<file path="src/rtl/pe_issue_if.sv">
// rtl/pe_issue_if.sv - control, instruction, memory, PE and result-buffer signals of pe_issue_ctrl
interface pe_issue_if #(
    parameter int ADDR_W = 16
);
    logic              start;
    logic [7:0]        inst_addr;
    logic [7:0]        inst_data;
    logic [ADDR_W-1:0] mem_addr;
    logic              pe_vld;
    logic [1:0]        pe_ctl;
    logic [31:0]       pe_result;
    logic              pe_vld_o;
    logic              res_we;
    logic [7:0]        res_addr;
    logic [31:0]       res_data;
    logic              busy;
    logic              done;
    logic              err;

    modport master (
        input  start, inst_data, pe_result, pe_vld_o,
        output inst_addr, mem_addr, pe_vld, pe_ctl, res_we, res_addr, res_data, busy, done, err
    );

    modport slave (
        output start, inst_data, pe_result, pe_vld_o,
        input  inst_addr, mem_addr, pe_vld, pe_ctl, res_we, res_addr, res_data, busy, done, err
    );
endinterface

</file>
<file path="src/rtl/pe_issue_ctrl.sv">
// rtl/pe_issue_ctrl.sv - instruction-driven beat issuer and result collector for one PE
module pe_issue_ctrl #(
    parameter int NUM_INST = 4,
    parameter int ADDR_W   = 16,
    parameter int TIMEOUT  = 255
) (
    input  logic       clk,
    input  logic       rst_n,
    pe_issue_if.master bus
);
    localparam int              TW          = (TIMEOUT > 1) ? $clog2(TIMEOUT + 1) : 1;
    localparam logic [7:0]      LAST_INST   = 8'(NUM_INST - 1);
    localparam logic [TW-1:0]   DRAIN_LIMIT = TW'(TIMEOUT - 1);

    typedef enum logic [2:0] {IDLE, LOAD, ISSUE, DRAIN, FIN} state_t;
    state_t state, state_nxt;

    logic [7:0]        inst_idx, count, iter, res_idx, res_addr;
    logic [ADDR_W-1:0] mem_addr;
    logic [8:0]        exp_cnt, rcv_cnt;
    logic [TW-1:0]     drain_cnt;
    logic [31:0]       res_data;
    logic              res_we, err;
    logic              pe_vld, busy, done;
    logic [1:0]        pe_ctl;
    logic              last_inst, last_beat, drain_done, drain_timeout, res_open, res_accept;

    assign last_inst     = (inst_idx == LAST_INST);
    assign last_beat     = (iter == count - 8'd1);
    assign drain_done    = (rcv_cnt == exp_cnt);
    assign drain_timeout = (drain_cnt == DRAIN_LIMIT);
    assign res_open      = (state == LOAD) || (state == ISSUE) || (state == DRAIN);
    // Results beyond the expected count are treated as protocol errors, never written
    assign res_accept    = bus.pe_vld_o && res_open && (rcv_cnt < exp_cnt);

    always_ff @(posedge clk or negedge rst_n) begin
        if (!rst_n) state <= IDLE;
        else        state <= state_nxt;
    end

    always_comb begin
        state_nxt = state;
        pe_vld    = 1'b0;
        pe_ctl    = 2'b00;
        done      = 1'b0;
        busy      = (state != IDLE);
        case (state)
            IDLE:  if (bus.start) state_nxt = LOAD;
            LOAD: begin
                if (bus.inst_data != 8'd0) state_nxt = ISSUE;
                else if (last_inst)        state_nxt = DRAIN;
            end
            ISSUE: begin
                pe_vld = 1'b1;
                pe_ctl = {last_beat, iter == 8'd0};
                if (last_beat) state_nxt = last_inst ? DRAIN : LOAD;
            end
            DRAIN: if (drain_done || drain_timeout) state_nxt = FIN;
            FIN: begin
                done      = 1'b1;
                state_nxt = IDLE;
            end
            default: state_nxt = IDLE;
        endcase
    end

    always_ff @(posedge clk or negedge rst_n) begin
        if (!rst_n) begin
            inst_idx  <= '0;
            count     <= '0;
            iter      <= '0;
            res_idx   <= '0;
            res_addr  <= '0;
            mem_addr  <= '0;
            exp_cnt   <= '0;
            rcv_cnt   <= '0;
            drain_cnt <= '0;
            res_data  <= '0;
            res_we    <= 1'b0;
            err       <= 1'b0;
        end else begin
            res_we    <= res_accept;
            drain_cnt <= '0;
            if (res_accept) begin
                res_data <= bus.pe_result;
                res_addr <= res_idx;
                res_idx  <= res_idx + 8'd1;
                rcv_cnt  <= rcv_cnt + 9'd1;
            end else if (bus.pe_vld_o) begin
                err <= 1'b1;
            end
            case (state)
                IDLE: if (bus.start) begin
                    inst_idx <= '0;
                    mem_addr <= '0;
                    res_idx  <= '0;
                    res_addr <= '0;
                    exp_cnt  <= '0;
                    rcv_cnt  <= '0;
                    err      <= 1'b0;
                end
                LOAD: begin
                    count <= bus.inst_data;
                    iter  <= '0;
                    if (bus.inst_data != 8'd0) exp_cnt  <= exp_cnt + 9'd1;
                    else if (!last_inst)       inst_idx <= inst_idx + 8'd1;
                end
                ISSUE: begin
                    mem_addr <= mem_addr + ADDR_W'(1);
                    iter     <= iter + 8'd1;
                    if (last_beat && !last_inst) inst_idx <= inst_idx + 8'd1;
                end
                DRAIN: if (!drain_done) begin
                    drain_cnt <= drain_cnt + TW'(1);
                    if (drain_timeout) err <= 1'b1;
                end
                default: ;
            endcase
        end
    end

    assign bus.inst_addr = inst_idx;
    assign bus.mem_addr  = mem_addr;
    assign bus.pe_vld    = pe_vld;
    assign bus.pe_ctl    = pe_ctl;
    assign bus.res_we    = res_we;
    assign bus.res_addr  = res_addr;
    assign bus.res_data  = res_data;
    assign bus.busy      = busy;
    assign bus.done      = done;
    assign bus.err       = err;
endmodule

</file>
<file path="src/flat_wrapper.sv">
// flat-port wrapper written by rule: the top's interface ports become plain ports
module pe_issue_ctrl_flat 
#(
    parameter int NUM_INST = 4,
    parameter int ADDR_W   = 16,
    parameter int TIMEOUT  = 255
)
  (clk, rst_n, bus_start, bus_inst_data, bus_pe_result, bus_pe_vld_o, bus_inst_addr, bus_mem_addr, bus_pe_vld, bus_pe_ctl, bus_res_we, bus_res_addr, bus_res_data, bus_busy, bus_done, bus_err);
  pe_issue_if #(.ADDR_W(ADDR_W)) bus_i ();
  input  logic clk;
  input  logic rst_n;
  input wire logic [$bits(bus_i.start)-1:0] bus_start;
  input wire logic [$bits(bus_i.inst_data)-1:0] bus_inst_data;
  input wire logic [$bits(bus_i.pe_result)-1:0] bus_pe_result;
  input wire logic [$bits(bus_i.pe_vld_o)-1:0] bus_pe_vld_o;
  output wire logic [$bits(bus_i.inst_addr)-1:0] bus_inst_addr;
  output wire logic [$bits(bus_i.mem_addr)-1:0] bus_mem_addr;
  output wire logic [$bits(bus_i.pe_vld)-1:0] bus_pe_vld;
  output wire logic [$bits(bus_i.pe_ctl)-1:0] bus_pe_ctl;
  output wire logic [$bits(bus_i.res_we)-1:0] bus_res_we;
  output wire logic [$bits(bus_i.res_addr)-1:0] bus_res_addr;
  output wire logic [$bits(bus_i.res_data)-1:0] bus_res_data;
  output wire logic [$bits(bus_i.busy)-1:0] bus_busy;
  output wire logic [$bits(bus_i.done)-1:0] bus_done;
  output wire logic [$bits(bus_i.err)-1:0] bus_err;
  assign bus_i.start = bus_start;
  assign bus_i.inst_data = bus_inst_data;
  assign bus_i.pe_result = bus_pe_result;
  assign bus_i.pe_vld_o = bus_pe_vld_o;
  assign bus_inst_addr = bus_i.inst_addr;
  assign bus_mem_addr = bus_i.mem_addr;
  assign bus_pe_vld = bus_i.pe_vld;
  assign bus_pe_ctl = bus_i.pe_ctl;
  assign bus_res_we = bus_i.res_we;
  assign bus_res_addr = bus_i.res_addr;
  assign bus_res_data = bus_i.res_data;
  assign bus_busy = bus_i.busy;
  assign bus_done = bus_i.done;
  assign bus_err = bus_i.err;
  pe_issue_ctrl #(.NUM_INST(NUM_INST), .ADDR_W(ADDR_W), .TIMEOUT(TIMEOUT)) u_core (.clk(clk), .rst_n(rst_n), .bus(bus_i));
endmodule
</file>
<file path="config.mk">
export PLATFORM = sky130hd
export DESIGN_NAME = pe_issue_ctrl_flat
export DESIGN_NICKNAME = d
export VERILOG_FILES = /design/src/rtl/pe_issue_if.sv /design/src/rtl/pe_issue_ctrl.sv /design/src/flat_wrapper.sv
export SDC_FILE = /design/constraint.sdc
export NUM_CORES = 1
export LEC_CHECK = 0
export CORE_MARGIN = 8
export CORE_UTILIZATION = 25
export DETAILED_ROUTE_END_ITERATION = 10
export PLACE_DENSITY = 0.45
export SETUP_SLACK_MARGIN = 0.02
export SYNTH_ARGS = -nofsm -noshare
export SYNTH_HDL_FRONTEND = slang
export SYNTH_SLANG_ARGS = --single-unit
</file>
<file path="constraint.sdc">
create_clock -name clk -period 5.3 [get_ports clk]
set_input_delay 1.06 -clock clk [delete_from_list [all_inputs] [get_ports clk]]
set_output_delay 1.06 -clock clk [all_outputs]
set_load 0.03 [all_outputs]
</file>
Yosys cells after proc, flatten, opt, wreduce, memory -nomap -nowiden
Index checks and enable logic that the tools add are counted.
{ "totals": {"reg_bits": 119, "wordCells": 95} }
{ "op_classes": {"add_sub_neg": 8, "magnitude_cmp": 1, "eq_ne": 16, "mux": 38, "reduce_logical": 19} }
{ "ops": {"columns": ["operator", "count"], "rows": [
  ["$mux W8", 12],
  ["$mux W9", 5],
  ["$add A8 B1 Y8 const B", 4],
  ["$pmux W16 S2", 1],
  ["$pmux W8 S3", 1],
  ["$add A9 B1 Y9 const B", 2],
  ["$pmux W9 S2", 1],
  ["$add A16 B1 Y16 const B", 1],
  ["$mux W16", 1],
  ["$pmux W8 S2", 1],
  ["$mux W3", 5],
  ["$ne A2 B2 Y1 const B", 6],
  ["$pmux W3 S4", 1],
  ["$eq A9 B9 Y1", 1],
  ["$lt A9 B9 Y1", 1],
  ["$eq A8 B2 Y1 const B", 1],
  ["$eq A8 B8 Y1", 1],
  ["$eq A8 B8 Y1 const B", 1],
  ["$logic_not A8 Y1", 1],
  ["$reduce_bool A8 Y1", 1],
  ["$sub A8 B1 Y8 const B", 1],
  ["$mux W1", 7],
  ["$eq A3 B2 Y1 const B", 2],
  ["$reduce_bool A2 Y1", 3],
  ["15 further kinds", 21]
]} }

Logic depth before layout (Yosys ltp)
Gate-level depths: netlist (run 1).
{ "logic_depth": {"word_depth": 9, "depth_mapped": 10} }

Worst setup path after synthesis (run 1)
Ideal clock, no wire load.
{ "synth_path": {"kind": "register to output", "start": "reg u_core.state[2]", "end": "out bus_pe_ctl[0]", "t_arrival_ns": 2.359, "required_ns": 4.240, "setup_slack_ns": 1.881, "path_stages_with_launch": 8, "path_buffers": 2, "cell_sequence": "dfrtp_1 > clkbuf_1 > nor2_1 > nand2_1 > inv_2 > clkbuf_1 > nand4_1 > nor4_1"} }
{ "synth_via": {"elab_chain_len": 2} }
{ "synth_lines": {"columns": ["item", "line", "rtl"], "rows": [
  ["from (decl)", "pe_issue_ctrl.sv:16", "state_t state, state_nxt;"],
  ["from (signal assigned)", "pe_issue_ctrl.sv:38", "else state <= state_nxt;"],
  ["$eq A3 B2 Y1", "pe_issue_ctrl.sv:47", "case (state)"],
  ["$mux W2", "pe_issue_ctrl.sv:47", null],
  ["to (decl)", "flat_wrapper.sv:19", "output wire logic [$bits(bus_i.pe_ctl)-1:0] bus_pe_ctl;"]
]} }
Every way passes these cells.

Final worst setup path (run 1)
{ "layout_path": {"start": "reg u_core.count[0]", "end": "out bus_pe_ctl[1]"} }
{ "layout_via": {"elab_chain_len": 3} }
{ "layout_lines": {"columns": ["item", "line", "rtl"], "rows": [
  ["from (decl)", "pe_issue_ctrl.sv:18", "logic [7:0] inst_idx, count, iter, res_idx, res_addr;"],
  ["from (signal assigned)", "pe_issue_ctrl.sv:103", "count <= bus.inst_data;"],
  ["$sub A8 B1 Y8", "pe_issue_ctrl.sv:29", "assign last_beat = (iter == count - 8'd1);"],
  ["$eq A8 B8 Y1", "pe_issue_ctrl.sv:29", null],
  ["$mux W2", "pe_issue_ctrl.sv:47", null]
]} }
Every way passes these cells.

==> metrics.txt, run 1 <==
run status=completed; Slowest-stage cell, CP=clkdlybuf4s50_1; crit end category=primary output; CTS Hold Bufs=0; Iter 0 DRT Violations=310; Sw Share=between 40% and 50%; Synth top area share=50.1%; DR vias=4915; Placed Cells=1006; Post-Synthesis Cells=596; GRT overflow=0; share of the clock period used by the worst path=79.2%; PostCTS Resize Cnt=0; CP cell instances=inv_1 > ha_1 > o21bai_1 > a2111oi_0 > a311oi_1 > a211o_1 > nor2_1 > clkdlybuf4s50_1; final hold violations=0; nets@finish=roughly 770; Die H=approximately 170 um; Pre-antenna DRT Iters=4; Worst slew margin=between 20% and 30%; Post-Route WL=16.4 mm; Least-Margin Pin Slew=1.06 ns; via density per instance=4.74; post-route cell area=0.00801 mm^2; Mapped Area=0.00594 mm^2; final setup vio count=0; worst skew pair latency=0.41 ns; maximum clock frequency=~240 MHz; pin count of the biggest net entering global routing=between 70 and 80; # IOs=115; CTS H-tree lvls=4; FILL cells=2447; P_int=0.00262 W; Placed Area=approximately 0.0074 mm^2; CP max FO=8; clock sink count=119; Max Cap Viol=0; clock-pin slew on the worst setup and hold paths=0.06 ns; Finished Layout Cells=slightly above 1000; crit path kind=flip-flop to primary output; Num CTS Buffers=17; WP buf/inv=2; Seq pwr share=30.9%; first-pass GRT wire length=27.3 mm; Max VDD drop=between 0.2 and 0.3 mV; Sw Pwr=around 0.0018 W; Root Driver=clkbuf_16; EDFF count, synth=0; Critical Path AT=3.14 ns; clk buf depth=2; Area contributors post-synth=dfrtp_1, mux2_2, ha_1; sequential share of the synthesized area=50.1%; final-report max-slew violation count=0; PnR worst setup slack=1.10 ns; min cycle time layout=around 4.2 ns; Gate power share=roughly 43%; cell area power density=557 mW/mm^2; setup_tns=0 ns; Buffers on Ports=114; Rows=56; Antenna Nets Post-Route=0; Worst Path Required=between 4 and 5 ns; share of post-route cells with drive strength above 1=12.1%; Worst Hold Class=input port to asynchronous set/reset pin; n_diodes=0; pre-CTS setup slack=1.55 ns; Initial Util=roughly 25%; Area Overhead vs Synth=34.7%; core box area=0.0234 mm^2; Post-Synthesis Net Count=659; clock power share=about a quarter; initial antenna violation count=0; #FFs+latches synth=between 100 and 150; crit start category=flip-flop; critical path's largest stage delay=approximately 0.69 ns; post-DP HPWL=11.5 mm; reg2reg setup slack=2.25 ns; Leak=3.38 nW; Mapped Avg Cell Area=9.97 um^2; GR Util All Layers=about an eighth; Async SR Flop Fraction=between 90% and 100%; Fin Clk Skew=0.0103 ns; drt drc=0; Yosys cell types=55; Crit path max-delay family=compound AO/OA/AOI/OAI gates; setup repair bufs after CTS=0; most common flop cell mapped by yosys=dfrtp_1; vias in the first global route=5323; Final Wtd Congestion=0.854; CTS tree=done; area leader, netlist=dfrtp_1; post-DR wirelength/cell=15.8 um; die area=0.0290 mm^2; FF+latch area=0.00298 mm^2; RSZ-0062 raised after global routing=false; die width=170 um; area of the multi-input gates=0.00276 mm^2; YS warnings=0; total power draw=0.00446 W
## layer usage
metal | GRT usage [%] | up-vias | wire length [um]
met5 | 0 | - | 0
met4 | 4.20 | 0 | 278
met3 | 5.77 | 24 | 1610
met2 | 18.2 | 142 | 7170
met1 | 13.8 | 2397 | 7320
li1 | - | 2352 | -
## cell families after synthesis
| group | Yosys count | share of synthesized area (%) |
|---|---|---|
| and+or+nand+nor | 217 | 17.8 |
| AOI/OAI and AO/OA | 118 | 12.8 |
| adders and majority gates | 19 | 4.00 |
| buffers and inverters | 55 | 3.68 |
| DFF | 119 | 50.1 |
| muxes | 44 | 8.11 |
| xor gates and xnor gates | 24 | 3.54 |
## Yosys cell counts (all sizes together), types with 4 or more instances
cell type / number
buf: 8
mux2: 33
ha: 19
nand4: 11
nor2: 48
clkbuf: 20
a31oi: 8
dfrtp: 119
a31o: 7
a21oi: 22
nor2b: 4
xor2: 12
nand3: 40
o21ai: 42
o211ai: 5
and3: 17
nand2: 62
nor3: 7
or3: 4
a221o: 8
mux2i: 11
nor4: 6
xnor2: 12
inv: 27
o31ai: 8
## metrics by stage
step                      utilization (%)  hold slack, ns
final                                34.2           0.445
after global routing                 34.2           0.435
after CTS                            34.2           0.428
after detailed placement             31.7           0.479
after global placement               31.7           0.486
after floorplan                         -           0.479
## area by class of cell
type                       count  area share, %
tap                          319           4.99
inverter                      27           1.27
sequential                   119           37.2
clock buffer                  19           5.53
timing repair buffer         119           14.7
clock inverter                13           1.86
multi-input combinational    422           34.5
## sequential cells by signal, indices dropped and copies added, names as in the netlist
| name | cells |
|---|---|
| u_core.iter | 8 |
| u_core.bus.res_addr | 8 |
| u_core.bus.res_data | 32 |
| u_core.drain_cnt | 8 |
| u_core.exp_cnt | 9 |
| u_core.rcv_cnt | 9 |
| u_core.res_idx | 8 |
| u_core.bus.mem_addr | 16 |
| u_core.bus.inst_addr | 8 |
| u_core.state | 3 |
| u_core.bus.res_we | 1 |
| u_core.bus.err | 1 |
| u_core.count | 8 |
## power groups by stage
stage               Clock [W]  Combinational (W)  Sequential, W
finish                0.00116            0.00192        0.00138
global route          0.00124            0.00210        0.00142
CTS                   0.00120            0.00195        0.00138
detailed placement          0            0.00194        0.00139
global placement            0            0.00191        0.00138
floorplan                   0           0.000986        0.00163
## final timing paths
check	start	end	cells after the start
worst max-delay path	u_core.count[0]	bus_pe_ctl[1]	8
worst min-delay path	rst_n	u_core.bus.mem_addr[5]	1
worst max register to register	u_core.rcv_cnt[1]	u_core.bus.res_data[24]	7
worst min register to register	u_core.bus.mem_addr[15]	u_core.bus.mem_addr[15]	1
max in group asynchronous	rst_n	u_core.bus.res_data[29]	2
min in group clk	u_core.bus.mem_addr[15]	u_core.bus.mem_addr[15]	1
## cell usage in the layout (no fill, tap or decap), types with 5 or more instances in the layout
cell and count:
dfrtp_1 119, clkdlybuf4s50_1 113, nand2_1 62, nor2_1 46
o21ai_0 41, nand3_1 40, mux2_2 32, inv_1 26
a21oi_1 21, ha_1 19, and3_1 17, clkbuf_16 17
xor2_1 12, xnor2_1 12, nand4_1 11, mux2i_1 11
a31oi_1 8, o31ai_1 8, a221o_1 8, nor3_1 7
a31o_2 6, buf_4 6, nor4_1 5, o211ai_1 5
clkinv_4 5
Power figures use the tool's default switching activity.
==> run 2, diff against run 1 <==
- clock period: 5.3 -> 3.9 ns (I/O delays scaled with it)
==> metrics.txt, run 2 (synthesis results as in run 1) <==
share of post-route cells with drive strength above 1=12.3% (was 12.1%); crit path kind=flip-flop to primary output (unchanged); max reg flops=32 (unchanged); clk buf depth=2 (unchanged); pin count of the biggest net entering global routing=59 (was 74); initial antenna violation count=0 (unchanged); FILL cells=2404 (was 2447); Pre-antenna DRT Iters=5 (was 4); drt drc=0 (unchanged); Die H=170 um (unchanged); die width=170 um (unchanged); Rows=56 (unchanged); GRT overflow=0 (unchanged); run status=completed (unchanged); GR Util All Layers=11.7% (about the same); Least-Margin Pin Slew=0.948 ns (was 1.06 ns); Num CTS Buffers=17 (unchanged); Antenna Nets Post-Route=0 (unchanged); CTS H-tree lvls=4 (unchanged); share of the clock period used by the worst path=92.6%; n_diodes=0 (unchanged); Placed Cells=1009 (was 1006); setup_tns=0 ns (unchanged); post-route cell area=0.00798 mm^2 (was 0.00801 mm^2); Max VDD drop=0.476 mV (was 0.265 mV); CTS Hold Bufs=0 (unchanged); Buffers on Ports=114 (unchanged); Finished Layout Cells=1041 (was 1038); first-pass GRT wire length=27.2 mm (was 27.3 mm); Reg2Reg Launch Point=u_core.count[0] (was u_core.rcv_cnt[1]); Area Overhead vs Synth=34.2% (was 34.7%); Initial Util=25.4% (unchanged); reg2reg setup slack=1.02 ns (was 2.25 ns); Largest regs=u_core.bus.res_data x32, u_core.bus.mem_addr x16 (unchanged); DR vias=4939 (was 4915); Iter 0 DRT Violations=291 (was 310); final hold violations=0 (unchanged); core box area=0.0234 mm^2 (unchanged); die area=0.0290 mm^2 (unchanged); Root Driver=clkbuf_16 (unchanged); worst skew pair latency=0.42 ns (was 0.41 ns); Final Wtd Congestion=0.867 (was 0.854); RSZ-0062 raised after global routing=false (unchanged); Worst Path Required=3.12 ns (was 4.24 ns); vias in the first global route=5158 (was 5323); Critical Path AT=2.83 ns (was 3.14 ns); Leak=3.38 nW (about the same); final-report max-slew violation count=0 (unchanged); clock sink count=119 (unchanged); Crit. Startpoint=u_core.count[0] (unchanged); cell area power density=747 mW/mm^2 (was 557 mW/mm^2); r2r worst-path depth=8 (was 7); reg-to-reg endpoint=u_core.bus.inst_addr[6] (was u_core.bus.res_data[24]); Worst slew margin=36.7% (was 28.9%); crit start category=flip-flop (unchanged); post-DP HPWL=11.6 mm (was 11.5 mm); clock-pin slew on the worst setup and hold paths=0.06 ns (about the same); min cycle time layout=3.61 ns; # IOs=115 (unchanged); Max Cap Viol=0 (unchanged); final setup vio count=0 (unchanged); crit end category=primary output (unchanged); commonest non-fill, non-tap cells in the layout=dfrtp_1, clkdlybuf4s50_1, nand2_1 (unchanged); crit path to=bus_pe_ctl[1] (unchanged); nets@finish=772 (was 769); post-DR wirelength/cell=15.8 um (about the same); commonest non-fill, non-tap cell in the layout=dfrtp_1 (unchanged); Hold WS=0.439 ns (was 0.445 ns); Biggest register=u_core.bus.res_data (unchanged); via density per instance=4.74 (about the same); Fin Clk Skew=0.0128 ns (was 0.0103 ns); total power draw=0.00596 W (was 0.00446 W); Post-Route WL=16.5 mm (was 16.4 mm); Worst Hold Class=input port to asynchronous set/reset pin (unchanged); Placed Area=0.00743 mm^2 (was 0.00741 mm^2); CP max FO=8 (unchanged); maximum clock frequency=277 MHz; CTS tree=done (unchanged)
==> run 2: cell count changes in the layout (fill, tap and decap cells not counted), sizes merged <==
cell           before  now
inv                29   33
buf                 6    9
bufinv              2    0
clkinvlp            3    1
clkbuf             19   18
clkdlybuf4s50     113  112
clkinv              6    7
dlygate4sd2         0    1
==> run 2: stage by stage <==
step / utilization (%) / setup slack [ns]
global route: 34.1 / 0.0502
finish: 34.1 / 0.288
global placement: 31.8 / 0.481
CTS: 34.1 / 0.270
detailed placement: 31.8 / 0.462
floorplan: - / 0.761
==> run 2: metal layers <==
metal	vias up	track usage [%]	wire [um]
met4	0	3.32	165
met1	2423	14.2	7530
met2	142	18.2	7240
met3	12	5.61	1510
met5	-	0	0
li1	2362	-	-
==> run 2: what timing repair did <==
item,4_1_cts,5_1_grt
endpoints found under the setup margin,1,0
gates resized for setup,1,0
setup buffers,0,0
==> run 2: layout make-up <==
class	instances	area, um^2	share of cell area [%]
repair buffers	122	1200	15.0
flip-flops and latches	119	2980	37.3
clock buffers	18	429	5.38
multi-input cells	422	2760	34.5
well taps	319	399	5.00
inverters	27	101	1.27
clock inverters	14	116	1.46
==> run 2: worst max-delay path: stages (launching register included) <==
cell,delay (ns)
dfrtp_1,0.45
inv_1,0.09
ha_1,0.30
o21bai_1,0.19
a2111oi_0,0.44
a311oi_1,0.10
a211o_1,0.34
nor2_1,0.10
dlygate4sd2_1,0.41
==> run 2: worst min path at each step <==
stage                                 start                       to  cells past startpoint
CTS                                   rst_n  u_core.bus.inst_addr[5]                      1
global placement    u_core.bus.mem_addr[15]  u_core.bus.mem_addr[15]                      1
global route                          rst_n  u_core.bus.inst_addr[4]                      1
detailed placement  u_core.bus.res_data[28]  u_core.bus.res_data[28]                      1
floorplan                             rst_n           u_core.bus.err                      0
finish                                rst_n  u_core.bus.inst_addr[5]                      1
==> run 2: report_power, final <==
part           total (W)  switching [W]  internal [W]  leakage, nW
logic            0.00264        0.00158       0.00106         1.56
clock network    0.00146       0.000630      0.000828        0.268
registers        0.00186       0.000297       0.00156         1.56
